$ cat src/rtl/qam16_ctrl_pkg.sv
// Shared types and constants for the QAM16 loopback frame controller.
// State encoding, preamble symbols and the delay-line entry layout.
package qam16_ctrl_pkg;

  typedef enum logic [1:0] {
    IDLE  = 2'd0,
    PRE   = 2'd1,
    PAY   = 2'd2,
    FLUSH = 2'd3
  } state_t;

  localparam logic [3:0] PRE_SYM_A = 4'h0;
  localparam logic [3:0] PRE_SYM_B = 4'hF;

  typedef struct packed {
    logic       tag;
    logic [3:0] sym;
  } dl_ent_t;

endpackage

$ cat src/rtl/qam16_sym_delay.sv
// DEPTH-deep {tag, sym} shift register aligning TX symbols with RX.
// Ports: clk, reset (sync, active-low), en (shift), clr (sync clear),
// din (entry in), dout (entry shifted in DEPTH enables ago).
module qam16_sym_delay
  import qam16_ctrl_pkg::*;
#(
  parameter int DEPTH = 2
) (
  input  logic    clk,
  input  logic    reset,
  input  logic    en,
  input  logic    clr,
  input  dl_ent_t din,
  output dl_ent_t dout
);

  dl_ent_t dl [DEPTH];

  always_ff @(posedge clk) begin
    if (!reset || clr) begin
      for (int i = 0; i < DEPTH; i++)
        dl[i] <= '0;
    end else if (en) begin
      dl[0] <= din;
      for (int i = 1; i < DEPTH; i++)
        dl[i] <= dl[i-1];
    end
  end

  assign dout = dl[DEPTH-1];

endmodule

$ cat src/rtl/qam16_frame_ctrl.sv
// Frame scheduler for the QAM16 loopback chain: phase counter, strobes,
// PRE/PAY/FLUSH sequencing, TX symbol mux and payload error counting.
// Ports: clk, reset (sync, active-low), start, continuous, smp_phase,
// tx_data, rx_data in; phase_cnt, sym_stb, smp_stb, prbs_en, tx_sym,
// busy, frame_done, sym_err, err_cnt out.
module qam16_frame_ctrl
  import qam16_ctrl_pkg::*;
#(
  parameter int OSR     = 4,
  parameter int CNT_W   = 4,
  parameter int PRE_LEN = 8,
  parameter int PAY_LEN = 32,
  parameter int RX_LAT  = 2,
  parameter int ERR_W   = 8
) (
  input  logic             clk,
  input  logic             reset,
  input  logic             start,
  input  logic             continuous,
  input  logic [CNT_W-1:0] smp_phase,
  input  logic [3:0]       tx_data,
  input  logic [3:0]       rx_data,
  output logic [CNT_W-1:0] phase_cnt,
  output logic             sym_stb,
  output logic             smp_stb,
  output logic             prbs_en,
  output logic [3:0]       tx_sym,
  output logic             busy,
  output logic             frame_done,
  output logic             sym_err,
  output logic [ERR_W-1:0] err_cnt
);

  localparam int MAX_A =
    (PRE_LEN > PAY_LEN) ? PRE_LEN : PAY_LEN;
  localparam int MAX_LEN =
    (MAX_A > RX_LAT) ? MAX_A : RX_LAT;
  localparam int IDX_W = $clog2(MAX_LEN + 1);

  state_t           state, state_n;
  logic [CNT_W-1:0] phase_n;
  logic [IDX_W-1:0] idx, idx_n;
  logic [ERR_W-1:0] err_n;
  logic             wrap;
  logic             last_sym;
  logic             dl_clr;
  dl_ent_t          dl_in, dl_out;

  assign busy    = (state != IDLE);
  assign sym_stb = busy && (phase_cnt == '0);
  assign smp_stb = busy && (phase_cnt == smp_phase);
  assign prbs_en = sym_stb && (state == PAY);
  assign wrap    = busy &&
    (phase_cnt == CNT_W'(OSR - 1));

  always_comb begin
    tx_sym = 4'h0;
    unique case (state)
      PRE:     tx_sym = idx[0] ? PRE_SYM_B
                               : PRE_SYM_A;
      PAY:     tx_sym = tx_data;
      default: tx_sym = 4'h0;
    endcase
  end

  always_comb begin
    last_sym = 1'b0;
    unique case (state)
      PRE:     last_sym =
        (idx == IDX_W'(PRE_LEN - 1));
      PAY:     last_sym =
        (idx == IDX_W'(PAY_LEN - 1));
      FLUSH:   last_sym =
        (idx == IDX_W'(RX_LAT - 1));
      default: last_sym = 1'b0;
    endcase
  end

  // A fresh frame from IDLE must not compare stale entries.
  assign dl_clr    = (state == IDLE) && start;
  assign dl_in.tag = (state == PAY);
  assign dl_in.sym = tx_sym;

  qam16_sym_delay #(
    .DEPTH (RX_LAT)
  ) u_delay (
    .clk   (clk),
    .reset (reset),
    .en    (sym_stb),
    .clr   (dl_clr),
    .din   (dl_in),
    .dout  (dl_out)
  );

  assign sym_err = sym_stb && dl_out.tag &&
    (dl_out.sym != rx_data);

  always_comb begin
    state_n    = state;
    phase_n    = phase_cnt;
    idx_n      = idx;
    err_n      = err_cnt;
    frame_done = 1'b0;
    if (sym_err && (err_cnt != '1))
      err_n = err_cnt + ERR_W'(1);
    if (state == IDLE) begin
      phase_n = '0;
      idx_n   = '0;
      if (start) begin
        state_n = PRE;
        err_n   = '0;
      end
    end else if (wrap) begin
      phase_n = '0;
      if (last_sym) begin
        idx_n = '0;
        unique case (state)
          PRE: state_n = PAY;
          PAY: state_n = FLUSH;
          FLUSH: begin
            frame_done = 1'b1;
            if (continuous) begin
              state_n = PRE;
              err_n   = '0;
            end else begin
              state_n = IDLE;
            end
          end
          default: state_n = IDLE;
        endcase
      end else begin
        idx_n = idx + IDX_W'(1);
      end
    end else begin
      phase_n = phase_cnt + CNT_W'(1);
    end
  end

  always_ff @(posedge clk) begin
    if (!reset) begin
      state     <= IDLE;
      phase_cnt <= '0;
      idx       <= '0;
      err_cnt   <= '0;
    end else begin
      state     <= state_n;
      phase_cnt <= phase_n;
      idx       <= idx_n;
      err_cnt   <= err_n;
    end
  end

endmodule

$ cat config.mk
export PLATFORM = sky130hd
export DESIGN_NAME = qam16_frame_ctrl
export DESIGN_NICKNAME = d
export VERILOG_FILES = /design/src/rtl/qam16_ctrl_pkg.sv /design/src/rtl/qam16_sym_delay.sv /design/src/rtl/qam16_frame_ctrl.sv
export SDC_FILE = /design/constraint.sdc
export NUM_CORES = 1
export LEC_CHECK = 0
export BUFFER_PORTS_ARGS = -buffer_cell sky130_fd_sc_hd__buf_2
export CAP_MARGIN = 20
export CORE_MARGIN = 2
export CORE_UTILIZATION = 50
export CTS_BUF_LIST = sky130_fd_sc_hd__clkbuf_4
export CTS_CLUSTER_DIAMETER = 50
export DETAILED_ROUTE_END_ITERATION = 8
export PLACE_DENSITY = 0.81
export SETUP_SLACK_MARGIN = 0.4
export SLEW_MARGIN = 25
export SYNTH_ARGS = -nofsm -noshare
export SYNTH_HDL_FRONTEND = slang
export SYNTH_HIERARCHICAL = 1
export SYNTH_SLANG_ARGS = --single-unit
$ cat constraint.sdc
create_clock -name clk -period 6.5 [get_ports clk]
set_input_delay 1.95 -clock clk [delete_from_list [all_inputs] [get_ports clk]]
set_output_delay 1.95 -clock clk [all_outputs]
set_load 0.01 [all_outputs]
==> Word level (Yosys, flattened, before mapping) <==
Memories as Yosys holds them, arrays and structs flattened.
Cells that the tools add are included.
{ "totals": {"out_inout_bits": 22, "wordCells": 68, "in_bits": 16, "mem_bits_rw": 10, "memories": 1, "ff_bits": 20} }
{ "mem_list": {"columns": ["memory", "depth", "word_bits", "read_ports", "rd_clocked_by_memory_dff", "wr", "line_no", "text"], "rows": [
  ["u_delay.dl", 2, 5, 2, 0, 2, "qam16_sym_delay.sv:17", "dl_ent_t dl [DEPTH];"]
]} }
{ "op_classes": {"mux": 28, "n_reduce_logical": 18, "n_addsub": 3, "n_bitwise": 3, "n_eq_ne": 11} }
{ "op_table": {"columns": ["op", "n"], "rows": [
  ["$mux 8", 7],
  ["$mux 1", 10],
  ["$mux 5", 2],
  ["$add 8x1->8 const B", 1],
  ["$logic_and 1x1->1", 8],
  ["$mux 2", 4],
  ["$ne 8x8->1 const B", 1],
  ["$pmux 4 s2", 1],
  ["$add 6x1->6 const B", 1],
  ["$eq 6x1->1 const B", 1],
  ["$eq 6x3->1 const B", 1],
  ["$eq 6x5->1 const B", 1],
  ["$mux 6", 1],
  ["$pmux 2 s3", 1],
  ["$reduce_bool 2->1", 3],
  ["$add 4x1->4 const B", 1],
  ["$eq 2x2->1 const B", 2],
  ["$eq 4x2->1 const B", 1],
  ["$eq 4x4->1", 1],
  ["$logic_not 4->1", 1],
  ["$mux 4", 1],
  ["$ne 4x4->1", 1],
  ["$pmux 1 s3", 1],
  ["$reduce_and 3->1", 1],
  ["9 further kinds", 10]
]} }

==> Logic depth before layout (Yosys ltp) <==
Gate-level depths: netlist of run 1.
{ "depth": {"word_depth": 11, "mapped_depth": 6, "mapped_depth_nobuf": 6} }

==> By module <==
The synthesis of run 1 kept the hierarchy.
{ "by_module_without_submodules": {"columns": ["mod", "cells_per_inst", "area_each_um2", "n_inst", "seq_area_each_um2"], "rows": [
  ["qam16_frame_ctrl", 153, 1281.2, 1, 400.4],
  ["qam16_sym_delay", 29, 467.9, 1, 300.3]
]} }

==> Worst setup path after synthesis of run 1 <==
No wires, ideal clock.
{ "synth_path": {"kind": "input-to-output", "start": "input rx_data[1]", "end": "output sym_err", "t_required_ns": 4.550, "slack_ns": 1.518, "cell_stages": 4, "n_path_buf": 1, "t_arrival_ns": 3.032, "cell_sequence": "xor2_1 > nor4_1 > buf_2 > nor2_1"} }
{ "synth_between": {"elab_chain_cells": 2} }
{ "synth_lines": {"columns": ["element", "line_no", "text"], "rows": [
  ["start, declared", "qam16_frame_ctrl.sv:22", "input logic [3:0] rx_data,"],
  ["$ne 4x4->1", "qam16_frame_ctrl.sv:96", "(dl_out.sym != rx_data);"],
  ["$logic_and 1x1->1", "qam16_frame_ctrl.sv:95", "assign sym_err = sym_stb && dl_out.tag &&"],
  ["end, declared", "qam16_frame_ctrl.sv:30", "output logic sym_err,"]
]} }
Every way passes these cells.

==> Worst setup path after layout of run 1 <==
Same ends and word-level chain as after synthesis.

==> key figures, run 1 <==
Yosys
  – Gate Count Post-Synth: about 180
  – Portion of the post-synthesis area used by sequential elements: 40.1%
  – Post-synthesis area per instance: 9.61 um2
  – Dominant synthesized flop cell: sky130_fd_sc_hd__dfxtp_1
  – Nets in the synthesized netlist: 206
  – Largest area contributor in the netlist: sky130_fd_sc_hd__dfxtp_1
  – EDFF count, synth: 10
  – Area share of the largest cell type after synthesis: between 20% and 30%
  – Async SR Flop Fraction: 0%
  – Synth top area cells: sky130_fd_sc_hd__dfxtp_1 23%, sky130_fd_sc_hd__edfxtp_1 17%, sky130_fd_sc_hd__and4b_1 5.7%
  – Number of unique standard cell types used by synthesis: 44
  – Synthesis-stage register bit count: 30
  – Synth Warn #: 6
  – Synth Cell Area: approximately 1700 um2

Detailed routing
  – Sum of met3 wire segment lengths after detailed routing: roughly 150 um
  – Uppermost layer routed: met4
  – Antenna violation net count after detailed routing: 0
  – Vias per cell: ~5.4
  – Count of TritonRoute iterations in the first routing pass: 4
  – Via total after detailed routing: ~1400
  – Metal2 WL: 1550 um
  – Iteration-0 DRC count of the detailed router: 65
  – Routed wire length per instance: 12.7 um
  – Drc violations: 0
  – Met1 Routed Length: 1540 um
  – Drt total wl: 3290 um

Global route
  – Number of antenna violations at the first check in global routing: 0
  – Largest net degree at the start of global routing: 18
  – Global-route wire length before repair: 5650 um
  – Overall global routing resource usage: 18.0%
  – GRT overflow: 0
  – Number of global-route vias before repair: around 1300

Power and ir drop
  – Standby leakage power: roughly 0.00085 uW
  – Cell Pwr Density: 227 nW/um2
  – Largest vdd supply drop: roughly 190 uV

Hold path
  – Worst-case hold path end point: err_cnt[3]
  – Worst Hold Depth: 2
  – Hold wc startpoint: err_cnt[3]
  – Classification of the worst-slack hold path: reg2reg

CTS
  – TritonCTS clock tree: yes
  – Number of buffers added by the clock tree synthesis step: 5
  – Number of sinks handled by clock tree synthesis: 30
  – Total of cells resized after clock tree synthesis: 0
  – Deepest level of the CTS H-tree: 2
  – Clock-pin slew reported for the worst setup and hold paths after clock tree synthesis: 0.10 ns
  – Skew-Pair Late Insertion Delay: approximately 0.34 ns
  – Maximum number of buffers from clock root to sink: 2
  – CTS Hold Bufs: 0
  – # Post-CTS Setup Buffers: 0
  – Clock Tree Root: sky130_fd_sc_hd__clkbuf_4

Setup path
  – Crit end category: output pin
  – Delay-heaviest family, CP: buffers and inverters
  – Critical setup path kind: in2out
  – Worst reg-to-reg setup slack: 3.89 ns
  – Most numerous cell on the critical path: sky130_fd_sc_hd__buf_2
  – Critical Path Source Type: primary input
  – Crit path arrival time: ~2.9 ns
  – Critical-path cell list: buf_2 -> xor2_1 -> nor4_2 -> buf_4 -> nor2_1 -> buf_2
  – Worst reg2reg endpoint: err_cnt[4]
  – Number of cells on the worst reg-to-reg path: 6
  – Largest driver fanout on the critical path: 17
  – Peak per-stage delay on the critical path: approximately 0.27 ns
  – Critical-path top delay cell: sky130_fd_sc_hd__nor4_2
  – Combined buffer and inverter count along the critical path: 3
  – Reg-to-reg critical path startpoint: state[0]
  – Data required, critical path: 4.55 ns

Finish
  – Layout cell share with drive strength beyond 1: 25.7%
  – Final net count: 237
  – Signed area change from the synthesized netlist to the final layout: 15.6%
  – Final core utilization: 60.6%
  – Number of diodes added for antenna fixing: 0

STA
  – Worst setup skew after layout: 0.00579 ns
  – Share of the cycle needed by the critical path after routing: approximately 75%
  – Final hold viol count: 0
  – RSZ-0062 raised after global routing: false
  – Max-Slew Margin vs Limit: 46.4%
  – Final-layout setup total negative slack: 0 ns
  – Peak clock frequency supported by timing: 205 MHz
  – Measured slew at the worst slew-check pin: 0.800 ns
  – Max Slew Vio Count: 0
  – Crit path time final: 4.87 ns
  – Final number of setup-violating endpoints: 0

Floorplan
  – Count of standard-cell rows: 21
  – Y dimension of the die: 63.1 um
  – Width of the chip: 63.1 um
  – Die ar.: 3990 um2
  – Core region area: 3340 um2
  – Initial Utilization: 52.4%
  – Ports placed on the boundary: 38

Job
  – Max-cap violation count: 0

Placed design
  – Post-DP HPWL: 2300 um
  – Final weighted congestion of routability-driven global placement: 0.760
  – Count of input and output buffers: 37

Outcome
  – Status: finished, final reports clean
per-stage QoR:
stage	power, uW	instances	hold slack (ns)	cell area [um2]	worst slack [ns]
finish	458	260	0.519	2020	1.63
detailed placement	275	252	0.506	1910	1.64
global route	480	260	0.552	2020	1.59
global placement	273	252	0.487	1910	1.64
floorplan	261	182	0.466	1750	1.52
CTS	460	260	0.520	2020	1.63
power by group:
group | switching (uW) | internal (uW) | total (uW)
sequential | 6.25 | 204 | 210
combinational | 36.6 | 23.8 | 60.5
clock | 68.9 | 118 | 187
total | 112 | 346 | 458
cells in the mapped netlist (2+ instances only):
cell,instances
sky130_fd_sc_hd__xnor2_1,4
sky130_fd_sc_hd__inv_1,9
sky130_fd_sc_hd__or2_2,2
sky130_fd_sc_hd__ha_1,8
sky130_fd_sc_hd__buf_4,9
sky130_fd_sc_hd__o31ai_1,4
sky130_fd_sc_hd__or4_1,4
sky130_fd_sc_hd__edfxtp_1,10
sky130_fd_sc_hd__a21oi_1,9
sky130_fd_sc_hd__nand2_1,17
sky130_fd_sc_hd__buf_2,3
sky130_fd_sc_hd__o21ai_0,5
sky130_fd_sc_hd__dfxtp_1,20
sky130_fd_sc_hd__nand3_1,8
sky130_fd_sc_hd__nand4_1,4
sky130_fd_sc_hd__a21boi_0,4
sky130_fd_sc_hd__nor2b_1,2
sky130_fd_sc_hd__xor2_1,10
sky130_fd_sc_hd__and4b_1,10
sky130_fd_sc_hd__nor4_1,2
sky130_fd_sc_hd__nor2_1,9
sky130_fd_sc_hd__and3_1,4
sky130_fd_sc_hd__nor3_1,4
area by class of cell:
class	count	area, um2
fillers	299	1320
repair buffers	38	193
inverters	9	33.8
multi-input cells	129	936
clock inverters	3	63.8
well taps	46	57.6
flip-flops and latches	30	701
clock buffers	5	37.5
metal layers:
layer | vias to the layer above | global-route usage [%]
li1 | 725 | -
met1 | 637 | 22.4
met2 | 26 | 27.9
met3 | 7 | 4.46
met4 | 0 | 11.1
met5 | - | 0
sequential cells by signal (all words and copies together) (netlist names):
signal / count
u_delay/dl: 10
state: 2
phase_cnt: 4
err_cnt: 8
idx: 6
cell usage in the layout (no fill, tap or decap), drive strengths merged, types with 4 or more instances in the layout:
master / synthesis / layout
and3: 4 / 4
nand3: 8 / 8
or4: 4 / 4
xnor2: 4 / 4
xor2: 10 / 10
nor2: 9 / 9
ha: 8 / 8
clkbuf: 1 / 5
inv: 9 / 9
buf: 13 / 38
a21boi: 4 / 4
edfxtp: 10 / 10
nor3: 4 / 4
nand4: 4 / 4
nand2: 17 / 17
o31ai: 4 / 4
and4b: 10 / 10
o21ai: 5 / 5
dfxtp: 20 / 20
a21oi: 9 / 9
how the worst max path moves through the flow:
stage | from | endpoint | slack, ns | cells after the start
floorplan | rx_data[1] | sym_err | 1.52 | 4
global placement | rx_data[1] | sym_err | 1.64 | 6
detailed placement | rx_data[1] | sym_err | 1.64 | 6
CTS | rx_data[1] | sym_err | 1.63 | 6
global route | rx_data[1] | sym_err | 1.59 | 6
finish | rx_data[1] | sym_err | 1.63 | 6
kinds of logic (layout without fill, tap and decap cells):
group / after synthesis / after routing / synth area share (%)
buffers and inverters: 23 / 55 / 7.58
adder cells (fa/ha/maj): 8 / 8 / 5.72
multiplexers: 1 / 1 / 0.572
XOR/XNOR: 14 / 14 / 7.01
AO/OA/AOI/OAI: 29 / 29 / 11.7
flip-flops: 30 / 30 / 40.1
AND/OR/NAND/NOR: 77 / 77 / 27.3
worst reg2reg max path: cells and delay by family (launching register included):
kind,cells,cell delay (ns)
and+or+nand+nor,2,1.23
AOI/OAI and AO/OA,2,0.47
DFF,1,0.41
adders and majority gates,1,0.34
buffers and inverters,1,0.10
(Power assumes the default switching activity.)
==> run 2: changes to the inputs <==
--- a/config.mk
+++ b/config.mk
@@ -12,7 +12,7 @@
 export CTS_BUF_LIST = sky130_fd_sc_hd__clkbuf_4
 export CTS_CLUSTER_DIAMETER = 50
 export DETAILED_ROUTE_END_ITERATION = 8
-export PLACE_DENSITY = 0.81
+export PLACE_DENSITY = 0.84
 export SETUP_SLACK_MARGIN = 0.4
 export SLEW_MARGIN = 25
 export SYNTH_ARGS = -nofsm -noshare
==> constraint.sdc (replaced) <==
create_clock -name clk -period 4.1 [get_ports clk]
set_input_delay 1.23 -clock clk [delete_from_list [all_inputs] [get_ports clk]]
set_output_delay 1.23 -clock clk [all_outputs]
set_load 0.01 [all_outputs]
==> run 2 against run 1 <==
Against the previous run: via count up 1.6%; sequential share of layout area up 0.70 points; cell area down 2.0%; register-to-register slack worse by 2.0 ns; critical path type unchanged; wire length down 2.3%; largest cell class unchanged; largest power group unchanged; die area unchanged; first-iteration DRC count up 3.1%; critical endpoint unchanged; highest routed layer unchanged; non-clock buffer count up 1; clock skew up 0.0077 ns; combinational power up 63%; cell count up 0.38%.
==> key figures, run 2 (synthesis results as in run 1) <==
Detailed routing
  – Drt total wl: approximately 3200 um
  – Iteration-0 DRC count of the detailed router: 67
  – Via total after detailed routing: 1418
  – Count of TritonRoute iterations in the first routing pass: 4
  – Antenna violation net count after detailed routing: 0
  – Drc violations: 0
  – Vias per cell: 5.43
  – Routed wire length per instance: 12.3 um

Global route
  – Largest net degree at the start of global routing: 18
  – GRT overflow: 0
  – Number of global-route vias before repair: 1246
  – Number of antenna violations at the first check in global routing: 0
  – Overall global routing resource usage: 17.0%
  – Global-route wire length before repair: between 5000 and 6000 um

Finish
  – Commonest cells after routing, fill and taps aside: 37 x sky130_fd_sc_hd__buf_2, 20 x sky130_fd_sc_hd__dfxtp_1, 17 x sky130_fd_sc_hd__nand2_1
  – Signed area change from the synthesized netlist to the final layout: 13.3%
  – Leading cell type in the layout, fill and taps excluded: sky130_fd_sc_hd__buf_2
  – Biggest registers after layout: u_delay/dl x10, err_cnt x8, idx x6
  – Final net count: around 240
  – Register with the highest flop count: u_delay/dl
  – Number of diodes added for antenna fixing: 0
  – Layout cell share with drive strength beyond 1: a little over a quarter
  – Largest register FFs: 10

Hold path
  – Classification of the worst-slack hold path: reg2reg

Setup path
  – Largest driver fanout on the critical path: 17
  – Most numerous cell on the critical path: sky130_fd_sc_hd__buf_2
  – Delay-heaviest family, CP: buffers and inverters
  – Peak per-stage delay on the critical path: ~0.28 ns
  – Worst reg-to-reg setup slack: 1.87 ns
  – Critical-path top delay cell: sky130_fd_sc_hd__nor4_2
  – Crit path arrival time: 2.21 ns
  – Critical setup path kind: in2out
  – Combined buffer and inverter count along the critical path: 3
  – Data required, critical path: 2.87 ns
  – Crit end category: output pin
  – Critical Path Source Type: primary input
  – Critical-path cell list: buf_2 -> xor2_1 -> nor4_2 -> buf_4 -> nor2_1 -> buf_2

CTS
  – Maximum number of buffers from clock root to sink: 2
  – TritonCTS clock tree: yes
  – Clock Tree Root: sky130_fd_sc_hd__clkbuf_4
  – Skew-Pair Late Insertion Delay: 0.33 ns
  – CTS Hold Bufs: 0
  – # Post-CTS Setup Buffers: 0
  – Total of cells resized after clock tree synthesis: 0
  – Deepest level of the CTS H-tree: 2
  – Number of buffers added by the clock tree synthesis step: 5
  – Number of sinks handled by clock tree synthesis: 30
  – Clock-pin slew reported for the worst setup and hold paths after clock tree synthesis: 0.09 ns

Placed design
  – Final weighted congestion of routability-driven global placement: 0.796
  – Count of input and output buffers: 37
  – Post-DP HPWL: about 2300 um

Floorplan
  – Width of the chip: approximately 63 um
  – Core region area: 3340 um2
  – Die ar.: about 4000 um2
  – Y dimension of the die: 63.1 um
  – Count of standard-cell rows: 21
  – Ports placed on the boundary: 38
  – Initial Utilization: a little over half

Outcome
  – Status: finished, final reports clean

STA
  – Crit path time final: around 3.4 ns
  – Max Slew Vio Count: 0
  – Final hold viol count: 0
  – Final-layout setup total negative slack: 0 ns
  – Peak clock frequency supported by timing: 290 MHz
  – Max-Slew Margin vs Limit: a little under three fifths
  – Hold Worst Slack: 0.507 ns
  – RSZ-0062 raised after global routing: false
  – Measured slew at the worst slew-check pin: approximately 0.67 ns
  – Worst setup skew after layout: 0.0135 ns
  – Share of the cycle needed by the critical path after routing: 84.0%
  – Final number of setup-violating endpoints: 0

Power and ir drop
  – Largest vdd supply drop: ~180 uV
  – Cell Pwr Density: 303 nW/um2
  – Standby leakage power: between 0.0008 and 0.0009 uW

Job
  – Max-cap violation count: 0
==> run 2: changes by cell type in the layout (fill, tap and decap cells not counted), sizes merged <==
cell / before / now
bufinv: 2 / 0
buf: 38 / 39
clkbuf: 5 / 6
clkinv: 1 / 2
==> run 2: cell type report <==
class | instances | area, um2
Clock buffer | 6 | 45.0
Clock inverter | 2 | 8.76
Fill cell | 305 | 1360
Inverter | 9 | 33.8
Multi-Input combinational cell | 129 | 936
Sequential cell | 30 | 701
Tap cell | 46 | 57.6
Timing Repair Buffer | 39 | 200
==> run 2: metal layers <==
metal,part of all wire (%),track usage (%),up-vias
met5,0,0,-
met4,1.6,7.50,0
met3,4.2,5.36,7
met2,48,27.9,25
met1,46,20.4,658
li1,-,-,728
==> run 2: final timing paths <==
path,start,to,cells after the start
max,rx_data[1],sym_err,6
min,idx[1],idx[1],2
max reg2reg,state[0],err_cnt[2],7
min reg2reg,idx[1],idx[1],2
==> run 2: tightest hold or removal path, delay by kind of cell (launching register included) <==
kind / cells / cell delay (ns)
and+or+nand+nor: 1 / 0.07
DFF: 1 / 0.35
AOI/OAI and AO/OA: 1 / 0.05
==> run 2: through the flow <==
step | setup WS [ns] | cell area, um2 | total power, uW | instances | util, %
2_1_floorplan | 0.558 | 1750 | 413 | 182 | -
3_3_place_gp | 0.686 | 1910 | 434 | 253 | 57.4
3_5_place_dp | 0.645 | 1910 | 437 | 253 | 57.4
4_1_cts | 0.641 | 1970 | 606 | 261 | 59.0
5_1_grt | 0.603 | 1980 | 635 | 261 | 59.4
6_report | 0.656 | 1980 | 601 | 261 | 59.4
==> run 2: power by group <==
group	internal [uW]	total (uW)	switching, uW
sequential	323	333	9.85
combinational	39.9	98.5	58.6
clock	70.8	170	98.8
==> run 3: changes to the inputs <==
==> constraint.sdc (replaced) <==
create_clock -name clk -period 2.8 [get_ports clk]
set_input_delay 0.84 -clock clk [delete_from_list [all_inputs] [get_ports clk]]
set_output_delay 0.84 -clock clk [all_outputs]
set_load 0.01 [all_outputs]
==> run 3 against run 2 <==
Against the previous run: non-clock buffer count increased by 13; register-to-register slack lost 1.2 ns; combinational power up 120%; largest power group unchanged.
==> key figures, run 3 (synthesis results as in run 1) <==
Setup path
  – Reg-to-reg critical path startpoint: state[0]
  – Crit path from: rx_data[2]
  – Crit end category: output pin
  – Worst reg-to-reg setup slack: between 0.7 and 0.8 ns
  – Critical Path Source Type: primary input
  – Critical setup path kind: in2out
  – Critical-path cell list: buf_2 -> xor2_2 -> nor4_4 -> nor2_4 -> buf_6
  – Data required, critical path: 1.96 ns
  – Crit path arrival time: 1.64 ns
  – Peak per-stage delay on the critical path: 0.34 ns
  – Worst reg2reg endpoint: err_cnt[6]
  – Combined buffer and inverter count along the critical path: 2
  – Number of cells on the worst reg-to-reg path: 9
  – Delay-heaviest family, CP: simple AND/OR/NAND/NOR gates
  – Largest driver fanout on the critical path: 2
  – Critical-path top delay cell: sky130_fd_sc_hd__nor4_4

Global route
  – Overall global routing resource usage: 19.5%
  – Largest net degree at the start of global routing: 18
  – GRT overflow: 0
  – Number of antenna violations at the first check in global routing: 0
  – Number of global-route vias before repair: 1331
  – Global-route wire length before repair: 6130 um

Outcome
  – Status: finished, final reports clean

Finish
  – Final net count: 251
  – Register with the highest flop count: u_delay/dl
  – Largest register FFs: 10
  – Biggest registers after layout: u_delay/dl x10, err_cnt x8, idx x6
  – Commonest cells after routing, fill and taps aside: 34 x sky130_fd_sc_hd__buf_2, 16 x sky130_fd_sc_hd__nand2_1, 16 x sky130_fd_sc_hd__dfxtp_1, 13 x sky130_fd_sc_hd__buf_4
  – Final core utilization: 66.5%
  – Leading cell type in the layout, fill and taps excluded: sky130_fd_sc_hd__buf_2
  – Post-layout instance area: approximately 2200 um2
  – Register area: 711 um2
  – Multi-input combinational cell area: 1030 um2
  – Signed area change from the synthesized netlist to the final layout: 26.8%
  – Number of diodes added for antenna fixing: 0
  – Layout cell share with drive strength beyond 1: 37.7%
  – Count of filler cells inserted in the layout: 280

STA
  – Final hold viol count: 0
  – Share of the cycle needed by the critical path after routing: about 90%
  – Crit path time final: 2.48 ns
  – Peak clock frequency supported by timing: 404 MHz
  – Max-Slew Margin vs Limit: 68.8%
  – Final-layout setup total negative slack: 0 ns
  – Worst setup skew after layout: 0.00763 ns
  – Measured slew at the worst slew-check pin: 0.464 ns
  – RSZ-0062 raised after global routing: true
  – Final number of setup-violating endpoints: 0
  – Max Slew Vio Count: 0

Hold path
  – Classification of the worst-slack hold path: reg2reg
  – Worst Hold Depth: 2
  – Hold wc startpoint: state[1]
  – Worst-case hold path end point: state[1]

Detailed routing
  – Count of TritonRoute iterations in the first routing pass: 4
  – Routed wire length per instance: about 13 um
  – Via total after detailed routing: between 1000 and 1500
  – Vias per cell: roughly 5.3
  – Drt total wl: 3660 um
  – Iteration-0 DRC count of the detailed router: between 70 and 80
  – Antenna violation net count after detailed routing: 0
  – Drc violations: 0

Job
  – Max-cap violation count: 0

Floorplan
  – Y dimension of the die: 63.1 um
  – Core region area: 3340 um2
  – Width of the chip: 63.1 um
  – Initial Utilization: 52.4%
  – Count of standard-cell rows: 21
  – Ports placed on the boundary: 38
  – Die ar.: 3990 um2

Placed design
  – Final weighted congestion of routability-driven global placement: ~0.8
  – Area after detailed placement: 1940 um2
  – Post-DP HPWL: 2450 um
  – Count of input and output buffers: 37

CTS
  – Deepest level of the CTS H-tree: 2
  – Number of buffers added by the clock tree synthesis step: 5
  – Clock Tree Root: sky130_fd_sc_hd__clkbuf_4
  – TritonCTS clock tree: yes
  – Maximum number of buffers from clock root to sink: 2
  – Number of sinks handled by clock tree synthesis: 30
  – CTS Hold Bufs: 0
  – Skew-Pair Late Insertion Delay: 0.34 ns
  – Clock-pin slew reported for the worst setup and hold paths after clock tree synthesis: 0.09 ns

Power and ir drop
  – Cell Pwr Density: about 430 nW/um2
  – Sum of internal, switching and leakage power: 962 uW
  – Largest vdd supply drop: 266 uV
  – Standby leakage power: 0.000920 uW
## run 3: cell types whose count changed in the layout (fill, tap and decap cells not counted), sizes merged
cell	change
clkbuf	-1
inv	-1
buf	+13
clkinvlp	+2
## run 3: worst min-delay path, stage by stage, from the launching register on
cell and delay, ns:
sky130_fd_sc_hd__dfxtp_4 0.37, sky130_fd_sc_hd__nand2_1 0.05, sky130_fd_sc_hd__mux2i_1 0.05
## run 3: area by class of cell
type	count	area share (%)
Sequential cell	30	32.0
Inverter	9	1.80
Multi-Input combinational cell	129	46.4
Clock inverter	3	0.733
Tap cell	46	2.59
Timing Repair Buffer	52	14.8
Clock buffer	5	1.69
## run 3: report_power, final
group	internal, uW	total [uW]	switching, uW
Clock	93.2	253	160
Combinational	107	218	111
Sequential	474	491	17.0
## run 3: per-stage QoR
stage               setup slack, ns  instances  hold WS [ns]
floorplan                     0.248        182         0.466
global placement              0.271        256         0.494
detailed placement            0.227        256         0.502
CTS                           0.327        271         0.503
global route                  0.263        274         0.542
finish                        0.322        274         0.505
## run 3: what timing repair did
action / CTS / global route
resized for setup: 22 / 13
setup endpoints to repair: 8 / 8
setup buffers: 7 / 3
pin swaps: 6 / 8
## run 3: worst max path at each step
stage	end	slack [ns]	depth (start not counted)
2_1_floorplan	sym_err	0.25	4
3_3_place_gp	sym_err	0.27	5
3_5_place_dp	sym_err	0.23	5
4_1_cts	sym_err	0.33	7
5_1_grt	sym_stb	0.26	6
6_report	sym_err	0.32	5
## run 3: metal layers
metal  track usage [%]  routed length, um  vias up
met5                 0                  0        -
met4              6.11                 22        0
met3              6.43                149        2
met2              31.5               1880       27
met1              24.8               1610      682
li1                  -                  -      752
